**src/rtl/iter_muldiv_pkg.sv**
```systemverilog
// Shared encodings for the iterative multiply/divide unit.
// Op codes, FSM states and a small op-class helper.
package iter_muldiv_pkg;

  typedef enum logic [1:0] {
    OP_MULU_LO = 2'b00,
    OP_MULU_HI = 2'b01,
    OP_DIVU    = 2'b10,
    OP_REMU    = 2'b11
  } op_e;

  typedef enum logic [1:0] {
    S_IDLE = 2'd0,
    S_RUN  = 2'd1,
    S_DONE = 2'd2
  } state_e;

  function automatic logic is_div(logic [1:0] o);
    return o[1];
  endfunction

endpackage

```
**src/rtl/iter_muldiv_if.sv**
```systemverilog
// Request/result bundle between the issuing stage and the muldiv unit.
// master issues start/op/operands, slave returns status and result.
interface iter_muldiv_if #(
  parameter int WIDTH = 32
);
  logic             start;
  logic [1:0]       op;
  logic [WIDTH-1:0] a;
  logic [WIDTH-1:0] b;
  logic             busy;
  logic             done;
  logic [WIDTH-1:0] result;
  logic             div_by_zero;

  modport master (
    output start, op, a, b,
    input  busy, done, result, div_by_zero
  );

  modport slave (
    input  start, op, a, b,
    output busy, done, result, div_by_zero
  );
endinterface

```
**src/rtl/iter_muldiv_ctrl.sv**
```systemverilog
// Sequencer for iter_muldiv: IDLE/RUN/DONE FSM plus iteration counter.
// early (driven only when EARLY_OUT_EN is defined) skips RUN.
module iter_muldiv_ctrl
  import iter_muldiv_pkg::*;
#(
  parameter int WIDTH = 32,
  localparam int CNT_W = $clog2(WIDTH) + 1
) (
  input  logic clk,
  input  logic rst,
  input  logic start,
  input  logic early,
  output logic busy,
  output logic done,
  output logic step,
  output logic load,
  output logic fin
);

  state_e           state;
  state_e           state_nx;
  logic [CNT_W-1:0] cnt;
  logic             last;

  assign last = (cnt == CNT_W'(WIDTH - 1));

  always_ff @(posedge clk or posedge rst) begin
    if (rst) begin
      state <= S_IDLE;
      cnt   <= '0;
    end else begin
      state <= state_nx;
      if (load)
        cnt <= '0;
      else if (step)
        cnt <= cnt + CNT_W'(1);
    end
  end

  always_comb begin
    state_nx = state;
    unique case (state)
      S_IDLE:  if (start) state_nx = early ? S_DONE : S_RUN;
      S_RUN:   if (last) state_nx = S_DONE;
      S_DONE:  state_nx = S_IDLE;
      default: state_nx = S_IDLE;
    endcase
  end

  always_comb begin
    busy = (state == S_RUN);
    done = (state == S_DONE);
    step = busy;
    load = (state == S_IDLE) && start;
    fin  = busy && last;
  end

endmodule

```
**src/rtl/iter_muldiv.sv**
```systemverilog
// Iterative unsigned mul/div: shift-add multiply, restoring divide, 1 bit/clk.
// Define EARLY_OUT_EN to finish zero-operand cases straight from IDLE.
module iter_muldiv
  import iter_muldiv_pkg::*;
#(
  parameter int WIDTH = 32
) (
  input  logic          clk,
  input  logic          rst,
  iter_muldiv_if.slave  bus
);

  logic busy, done, step, load, fin, early;

  op_e              op_r;
  logic [WIDTH-1:0] opnd;
  logic [WIDTH-1:0] hi, lo;
  logic [WIDTH-1:0] nx_hi, nx_lo;
  logic [WIDTH:0]   sum, sh, diff;
  logic [WIDTH-1:0] res_nx;
  logic [WIDTH-1:0] result;
  logic             dbz;

  iter_muldiv_ctrl #(.WIDTH(WIDTH)) u_ctrl (
    .clk   (clk),
    .rst   (rst),
    .start (bus.start),
    .early (early),
    .busy  (busy),
    .done  (done),
    .step  (step),
    .load  (load),
    .fin   (fin)
  );

`ifdef EARLY_OUT_EN
  logic             a_z, b_z;
  logic [WIDTH-1:0] early_res;

  assign a_z   = (bus.a == '0);
  assign b_z   = (bus.b == '0);
  assign early = is_div(bus.op) ? b_z : (a_z | b_z);

  always_comb begin
    unique case (op_e'(bus.op))
      OP_DIVU: early_res = '1;
      OP_REMU: early_res = bus.a;
      default: early_res = '0;
    endcase
  end
`else
  assign early = 1'b0;
`endif

  // mul: {hi,lo} shifts right, lo starts as multiplier
  // div: {hi,lo} shifts left, hi is the partial remainder
  always_comb begin
    sum  = {1'b0, hi} + (lo[0] ? {1'b0, opnd} : '0);
    sh   = {hi, lo[WIDTH-1]};
    diff = sh - {1'b0, opnd};
    if (is_div(op_r)) begin
      nx_hi = diff[WIDTH] ? sh[WIDTH-1:0] : diff[WIDTH-1:0];
      nx_lo = {lo[WIDTH-2:0], ~diff[WIDTH]};
    end else begin
      nx_hi = sum[WIDTH:1];
      nx_lo = {sum[0], lo[WIDTH-1:1]};
    end
  end

  always_comb begin
    unique case (op_r)
      OP_MULU_LO, OP_DIVU: res_nx = nx_lo;
      default:             res_nx = nx_hi;
    endcase
  end

  always_ff @(posedge clk or posedge rst) begin
    if (rst) begin
      op_r   <= OP_MULU_LO;
      opnd   <= '0;
      hi     <= '0;
      lo     <= '0;
      result <= '0;
      dbz    <= 1'b0;
    end else if (load) begin
      op_r <= op_e'(bus.op);
      opnd <= is_div(bus.op) ? bus.b : bus.a;
      hi   <= '0;
      lo   <= is_div(bus.op) ? bus.a : bus.b;
`ifdef EARLY_OUT_EN
      if (early) begin
        result <= early_res;
        dbz    <= is_div(bus.op);
      end
`endif
    end else if (step) begin
      hi <= nx_hi;
      lo <= nx_lo;
      if (fin) begin
        result <= res_nx;
        dbz    <= is_div(op_r) && (opnd == '0);
      end
    end
  end

  assign bus.busy        = busy;
  assign bus.done        = done;
  assign bus.result      = result;
  assign bus.div_by_zero = dbz;

endmodule

```
**src/flat_wrapper.sv**
```systemverilog
// flat-port wrapper written by rule: the top's interface ports become plain ports
module iter_muldiv_flat import iter_muldiv_pkg::*;
#(
  parameter int WIDTH = 32
)
  (clk, rst, bus_start, bus_op, bus_a, bus_b, bus_busy, bus_done, bus_result, bus_div_by_zero);
  iter_muldiv_if #(.WIDTH(WIDTH)) bus_i ();
  input  logic clk;
  input  logic rst;
  input wire logic [$bits(bus_i.start)-1:0] bus_start;
  input wire logic [$bits(bus_i.op)-1:0] bus_op;
  input wire logic [$bits(bus_i.a)-1:0] bus_a;
  input wire logic [$bits(bus_i.b)-1:0] bus_b;
  output wire logic [$bits(bus_i.busy)-1:0] bus_busy;
  output wire logic [$bits(bus_i.done)-1:0] bus_done;
  output wire logic [$bits(bus_i.result)-1:0] bus_result;
  output wire logic [$bits(bus_i.div_by_zero)-1:0] bus_div_by_zero;
  assign bus_i.start = bus_start;
  assign bus_i.op = bus_op;
  assign bus_i.a = bus_a;
  assign bus_i.b = bus_b;
  assign bus_busy = bus_i.busy;
  assign bus_done = bus_i.done;
  assign bus_result = bus_i.result;
  assign bus_div_by_zero = bus_i.div_by_zero;
  iter_muldiv #(.WIDTH(WIDTH)) u_core (.clk(clk), .rst(rst), .bus(bus_i));
endmodule
```
**config.mk**
```make
export PLATFORM = sky130hd
export DESIGN_NAME = iter_muldiv_flat
export DESIGN_NICKNAME = d
export VERILOG_FILES = /design/src/rtl/iter_muldiv_pkg.sv /design/src/rtl/iter_muldiv_if.sv /design/src/rtl/iter_muldiv_ctrl.sv /design/src/rtl/iter_muldiv.sv /design/src/flat_wrapper.sv
export SDC_FILE = /design/constraint.sdc
export NUM_CORES = 1
export LEC_CHECK = 0
export BUFFER_PORTS_ARGS = -buffer_cell sky130_fd_sc_hd__buf_2
export CORE_UTILIZATION = 55
export DETAILED_ROUTE_END_ITERATION = 16
export GPL_ROUTABILITY_DRIVEN = 0
export GPL_TIMING_DRIVEN = 0
export HOLD_SLACK_MARGIN = 0.15
export PLACE_DENSITY = 0.78
export SYNTH_ARGS = -nofsm -noshare
export SYNTH_HDL_FRONTEND = slang
export SYNTH_SLANG_ARGS = --single-unit
```
**constraint.sdc**
```tcl
create_clock -name clk -period 3.95 [get_ports clk]
set_input_delay 0.5925 -clock clk [delete_from_list [all_inputs] [get_ports clk]]
set_output_delay 0.5925 -clock clk [all_outputs]
set_load 0.05 [all_outputs]
```
Word-level counts from Yosys, hierarchy flattened
Cells that the tools add are included.
Widths: inputs -> output; s select.
{"block": "classes", "reduce_logical": 10, "muxes": 16, "eq_ne": 6, "add_sub_neg": 3, "n_bitwise": 2}
{"cell": "$mux 32", "n": 11}
{"cell": "$add 32x33->33", "n": 1}
{"cell": "$sub 33x32->33", "n": 1}
{"cell": "$logic_not 32->1", "n": 1}
{"cell": "$mux 6", "n": 2}
{"cell": "$add 6x1->6 const B", "n": 1}
{"cell": "$eq 6x5->1 const B", "n": 1}
{"cell": "$eq 2x2->1 const B", "n": 2}
{"cell": "$logic_not 2->1", "n": 2}
{"cell": "$mux 2", "n": 2}
{"cell": "$pmux 2 s2", "n": 1}
{"cell": "$logic_and 1x1->1", "n": 3}
{"cell": "$reduce_and 3->1", "n": 1}
{"cell": "$eq 2x1->1 const B", "n": 1}
{"cell": "$ne 2x1->1 const B", "n": 1}
{"cell": "$ne 2x2->1 const B", "n": 1}
{"cell": "$not 1->1", "n": 2}
{"cell": "$reduce_and 2->1", "n": 1}
{"cell": "$reduce_bool 2->1", "n": 1}
{"cell": "$reduce_or 2->1", "n": 1}
{"block": "word_totals", "out_inout_bits": 35, "reg_bits": 139, "word_cells": 45, "in_bits": 69}

Logic depth before layout (Yosys ltp)
{"block": "logic_depth", "depth_word": 5, "depth_mapped": 13, "ltp_nobuf": 12}

Modules after synthesis
A second synthesis with hierarchy kept.
{"block": "hier_totals", "hier_cells": 1364, "area_unflattened_um2": 11369.7}
{"mod": "iter_muldiv", "cells_per_inst": 1322, "instances": 1, "area_each_um2": 10945.5, "seq_area_each_um2": 3278.1}
{"mod": "iter_muldiv_ctrl", "cells_per_inst": 42, "instances": 1, "area_each_um2": 424.2, "seq_area_each_um2": 200.2}

Least setup slack after synthesis
OpenSTA, ideal clock, no wires.
{"block": "synth_timing", "path_type": "register to register", "startpoint": "register u_core.lo[31]", "endpoint": "register u_core.result[20], in the netlist u_core.bus.result[20]", "setup_ns": 0.126, "n_path_buf": 0, "t_required_ns": 3.824, "path_stages_with_launch": 13, "synth_period_minus_slack_ns": 3.007, "path_slack_ns": 0.943, "t_arrival_ns": 2.881, "cell_sequence": "dfrtp_1 -> inv_1 -> ha_1 -> fa_1 -> nand2b_1 -> a21oi_2 -> o2111ai_2 -> o21ai_2 -> nand3_2 -> and4_4 -> or3_1 -> a31o_1 -> a221o_1"}
{"block": "synth_between", "elab_chain_len": 4}
{"element": "start, declared", "line": "iter_muldiv.sv:17", "text": "logic [WIDTH-1:0] hi, lo;"}
{"element": "start signal, assigned", "line": "iter_muldiv.sv:89", "text": "lo <= is_div(bus.op) ? bus.a : bus.b;"}
{"element": "start signal, assigned", "line": "iter_muldiv.sv:98", "text": "lo <= nx_lo;"}
{"element": "$sub 33x32->33", "line": "iter_muldiv.sv:60", "text": "diff = sh - {1'b0, opnd};"}
{"element": "$mux 32", "line": "iter_muldiv.sv:62", "text": "nx_hi = diff[WIDTH] ? sh[WIDTH-1:0] : diff[WIDTH-1:0];"}
{"element": "$mux 32", "line": "iter_muldiv.sv:61", "text": "if (is_div(op_r)) begin"}
{"element": "$mux 32", "line": "iter_muldiv.sv:71", "text": "unique case (op_r)"}
{"element": "end signal, assigned", "line": "iter_muldiv.sv:100", "text": "result <= res_nx;"}
{"element": "end, declared", "line": "iter_muldiv.sv:21", "text": "logic [WIDTH-1:0] result;"}
Every way passes these cells.
A chain may end at the register's enable or synchronous reset.

Final worst setup path
{"block": "layout_timing", "startpoint": "register u_core.lo[0]", "endpoint": "register u_core.result[27], in the netlist u_core.bus.result[27]"}
{"block": "layout_between", "elab_chain_len": 4}
{"element": "$mux 32", "line": "iter_muldiv.sv:58", "text": "sum = {1'b0, hi} + (lo[0] ? {1'b0, opnd} : '0);"}
{"element": "$add 32x33->33", "line": "iter_muldiv.sv:58"}
{"element": "$mux 32", "line": "iter_muldiv.sv:61"}
{"element": "$mux 32", "line": "iter_muldiv.sv:71"}
Every way passes these cells.

==> impl_metrics.tcl <==
set metrics [dict create \
    status "completed" \
    numCtsBuffers 17 \
    synth_top_area_cell "dfrtp_1" \
    start_kind "flip-flop" \
    r2r_end "u_core.bus.result[27]$_DFFE_PP0P_" \
    rr_startpoint "u_core.lo[0]$_DFFE_PP0P_" \
    yosys_register_bits 139 \
    syn-instance-count 1383 \
    crit_path_end "u_core.bus.result[27]$_DFFE_PP0P_" \
    tritoncts "yes" \
    final_common_cell "nand2_1" \
    antenna-diode-count 0 \
    drc 0 \
    drive_gt1_share_pct 11.52 \
    seq_area_frac_synth_pct 30.40 \
    cts_max_path_buffers 2 \
    skew_ns 0.007716 \
    worstSetupPathType "reg -> reg" \
    cts_sinks 139 \
    crit_path_max_fanout 10 \
    end_kind "flip-flop" \
    min_path_type "in -> async" \
    setup_viol 0 \
    synth_area_um2 11440 \
    grt_antenna_before_repair 0 \
    leakage_nw 5.622 \
    crit_required_ns 4.26 \
    cp.depth 13 \
    cp_common_cell "a211oi_1" \
    clockRootBuffer "clkbuf_16" \
    postLayoutCoreUtil_pct 63.91 \
    fin_tns_setup_ns 0 \
    crit_family "compound AO/OA/AOI/OAI gates" \
    synth_async_sr_flop_share_pct 100.0 \
    cts_htree_levels 4 \
    ys.flop_type "dfrtp_1" \
    power.density_nw_per_um2 959.2 \
    multi_input_comb_area_um2 7477 \
    drtIter0Drc 1972 \
    reg2reg_depth 13 \
    crit_start "u_core.lo[0]$_DFFE_PP0P_" \
    fmax_ghz 0.2538 \
    synth_adder_area_share_pct 7.458 \
    synth-xor-area-share_pct 4.287 \
    finalHoldViolations 0 \
    synth_cell_types 77 \
    synth_compound_area_share_pct 27.24 \
    grt_setup_unrepaired "no" \
    grt_pass1_vias 11260 \
    ys_top_cells_by_area "dfrtp_1 30%, mux2i_1 9.9%, ha_1 7.1%, a21oi_1 5.7%, o21ai_0 5.1%" \
    finalInstanceArea_um2 12970 \
    regArea_um2 3480 \
    fin_hold_ws_ns 0.2143 \
    vdd_drop_max_mv 0.4147 \
    num_vias 12100 \
    tightest_slew_ns 0.9963 \
    pin_count 104 \
    viasPerCell 6.763 \
    clkLatencyLatePin_ns 0.43 \
    synth_top_area_share_pct 30.40 \
    crit_chain "clkbuf_2, and2_1, ha_1, fa_1, a211oi_1, o211ai_1, a211oi_1, or2_1, a211o_1, a21oi_2, nor3b_1, o32ai_1, a211oi_1" \
    grt_util_all_layers_pct 39.40 \
    drtAntennaViolNets 0 \
    crit_slowest_cell "dfrtp_1" \
    relSlewSlack_pct 33.58 \
    slowest_delay_ns 0.57 \
    numPortBuffers 102 \
    initial_core_util_pct 56.36 \
    period_needed_ns 3.941 \
    core-area_um2 20300 \
    syn2layout_area_growth_pct 13.39 \
    syn-num-nets 1519 \
    die_width_um 146.2 \
    min_period_over_period_pct 99.76 \
    clk_pin_slew_ns 0.06 \
    wl_per_cell_um 23.59 \
    crit_arrival_ns 4.25 \
    rows 52 \
    grt_pass1_wl_mm 64.09 \
    grt_max_degree 43 \
    placed_area_um2 12350 \
    cts_hold_buf 0 \
    muxShareOfSynthArea_pct 9.985 \
    yosysWarnings 0 \
    rrSetupSlack_ns 0.009 \
    maxCapViolCount 0 \
    synth-edff-count 0 \
    synth_top_family_by_area "compound AO/OA/AOI/OAI gates" \
    grt_overflow 0 \
    die_y_um 146.2 \
    avgSynthCellArea_um2 8.273 \
    nNetsFinal 1643 \
    dp_hpwl_mm 32.64 \
    die-area_um2 21380 \
    first_pass_iters 7 \
    fillers 1737 \
    postRouteWirelength_mm 42.20 \
    final_cell_mix "148 x nand2_1, 138 x dfrtp_1, 129 x a21oi_1" \
    synthSimpleGateAreaFrac_pct 16.24 \
    critPathBufInv 1 \
    slew_viol_final 0 \
]
## through the flow
step / worst slack (ns) / power [mW] / instances
floorplan: 0.9430 / 7.974 / 1383
global placement: 0.05384 / 10.10 / 1755
detailed placement: 0.04473 / 10.23 / 1758
CTS: 0.02079 / 11.94 / 1789
global route: 0.003261 / 13.05 / 1789
finish: 0.009368 / 12.44 / 1789
## cell families after synthesis
group,Yosys count
xor+xnor,56
mux,114
buf+inv,132
fa+ha+maj,67
compound gates,485
flops,139
simple gates,390
## report_power, final
part           internal, mW  switching [mW]
Combinational          2.91            5.12
Sequential             1.92           0.835
Clock                 0.993           0.663
## cells in the mapped netlist (3+ instances only)
| cell | count |
|---|---|
| a211o_1 | 5 |
| a211oi_1 | 13 |
| a21boi_0 | 4 |
| a21o_1 | 19 |
| a21oi_1 | 130 |
| a221o_1 | 3 |
| a221oi_1 | 3 |
| a31o_2 | 9 |
| a31oi_1 | 26 |
| a41oi_1 | 4 |
| and2_1 | 38 |
| and3_1 | 12 |
| buf_1 | 13 |
| buf_2 | 4 |
| clkbuf_1 | 68 |
| dfrtp_1 | 139 |
| ha_1 | 65 |
| inv_1 | 43 |
| mux2i_1 | 113 |
| nand2_1 | 148 |
| nand2b_1 | 11 |
| nand3_1 | 38 |
| nand4_1 | 17 |
| nor2_1 | 68 |
| nor2b_1 | 7 |
| nor3_1 | 18 |
| nor4_1 | 10 |
| o2111ai_1 | 3 |
| o211a_1 | 8 |
| o211ai_1 | 29 |
| o21a_1 | 12 |
| o21ai_0 | 116 |
| o21ai_1 | 16 |
| o21bai_1 | 7 |
| o221ai_1 | 37 |
| o31ai_1 | 12 |
| or2_2 | 3 |
| or3_1 | 8 |
| xnor2_1 | 30 |
| xor2_1 | 26 |
## flip-flops by register name, indices dropped and copies added, names as in the netlist
register	count
u_core.opnd	32
u_core.u_ctrl.cnt	6
u_core.u_ctrl.state	2
u_core.hi	32
u_core.bus.result	32
u_core.lo	32
u_core.op_r	2
u_core.bus.div_by_zero	1
## area by class of cell
class | count | area share (%)
multi-input combinational | 1112 | 57.64
sequential | 139 | 26.82
clock inverter | 14 | 1.321
timing repair buffer | 105 | 4.398
inverter | 46 | 1.360
tap | 270 | 2.604
clock buffer | 17 | 3.279
buffer | 86 | 2.575
## repair_timing
action	4_1_cts	5_1_grt
gates resized for setup	0	12
buffers inserted	0	0
endpoints found under the setup margin	0	24
## routing by layer
metal / GRT usage [%] / up-vias / wire length (um)
met5: 0 / - / 0
met2: 56.69 / 930 / 17270
met4: 22.29 / 0 / 2640
li1: - / 5398 / -
met3: 13.69 / 216 / 6147
met1: 51.41 / 5555 / 16140
## how the worst min path moves through the flow
stage / endpoint / slack (ns) / cells after the start
after floorplan: u_core.u_ctrl.cnt[5]$_DFFE_PP0P_ / 0.45 / 1
after global placement: u_core.u_ctrl.cnt[5]$_DFFE_PP0P_ / 0.47 / 1
after detailed placement: u_core.u_ctrl.cnt[5]$_DFFE_PP0P_ / 0.47 / 1
after CTS: u_core.opnd[25]$_DFFE_PP0P_ / 0.23 / 2
after global routing: u_core.opnd[25]$_DFFE_PP0P_ / 0.26 / 2
final: u_core.opnd[25]$_DFFE_PP0P_ / 0.21 / 2
Power figures use the tool's default switching activity.
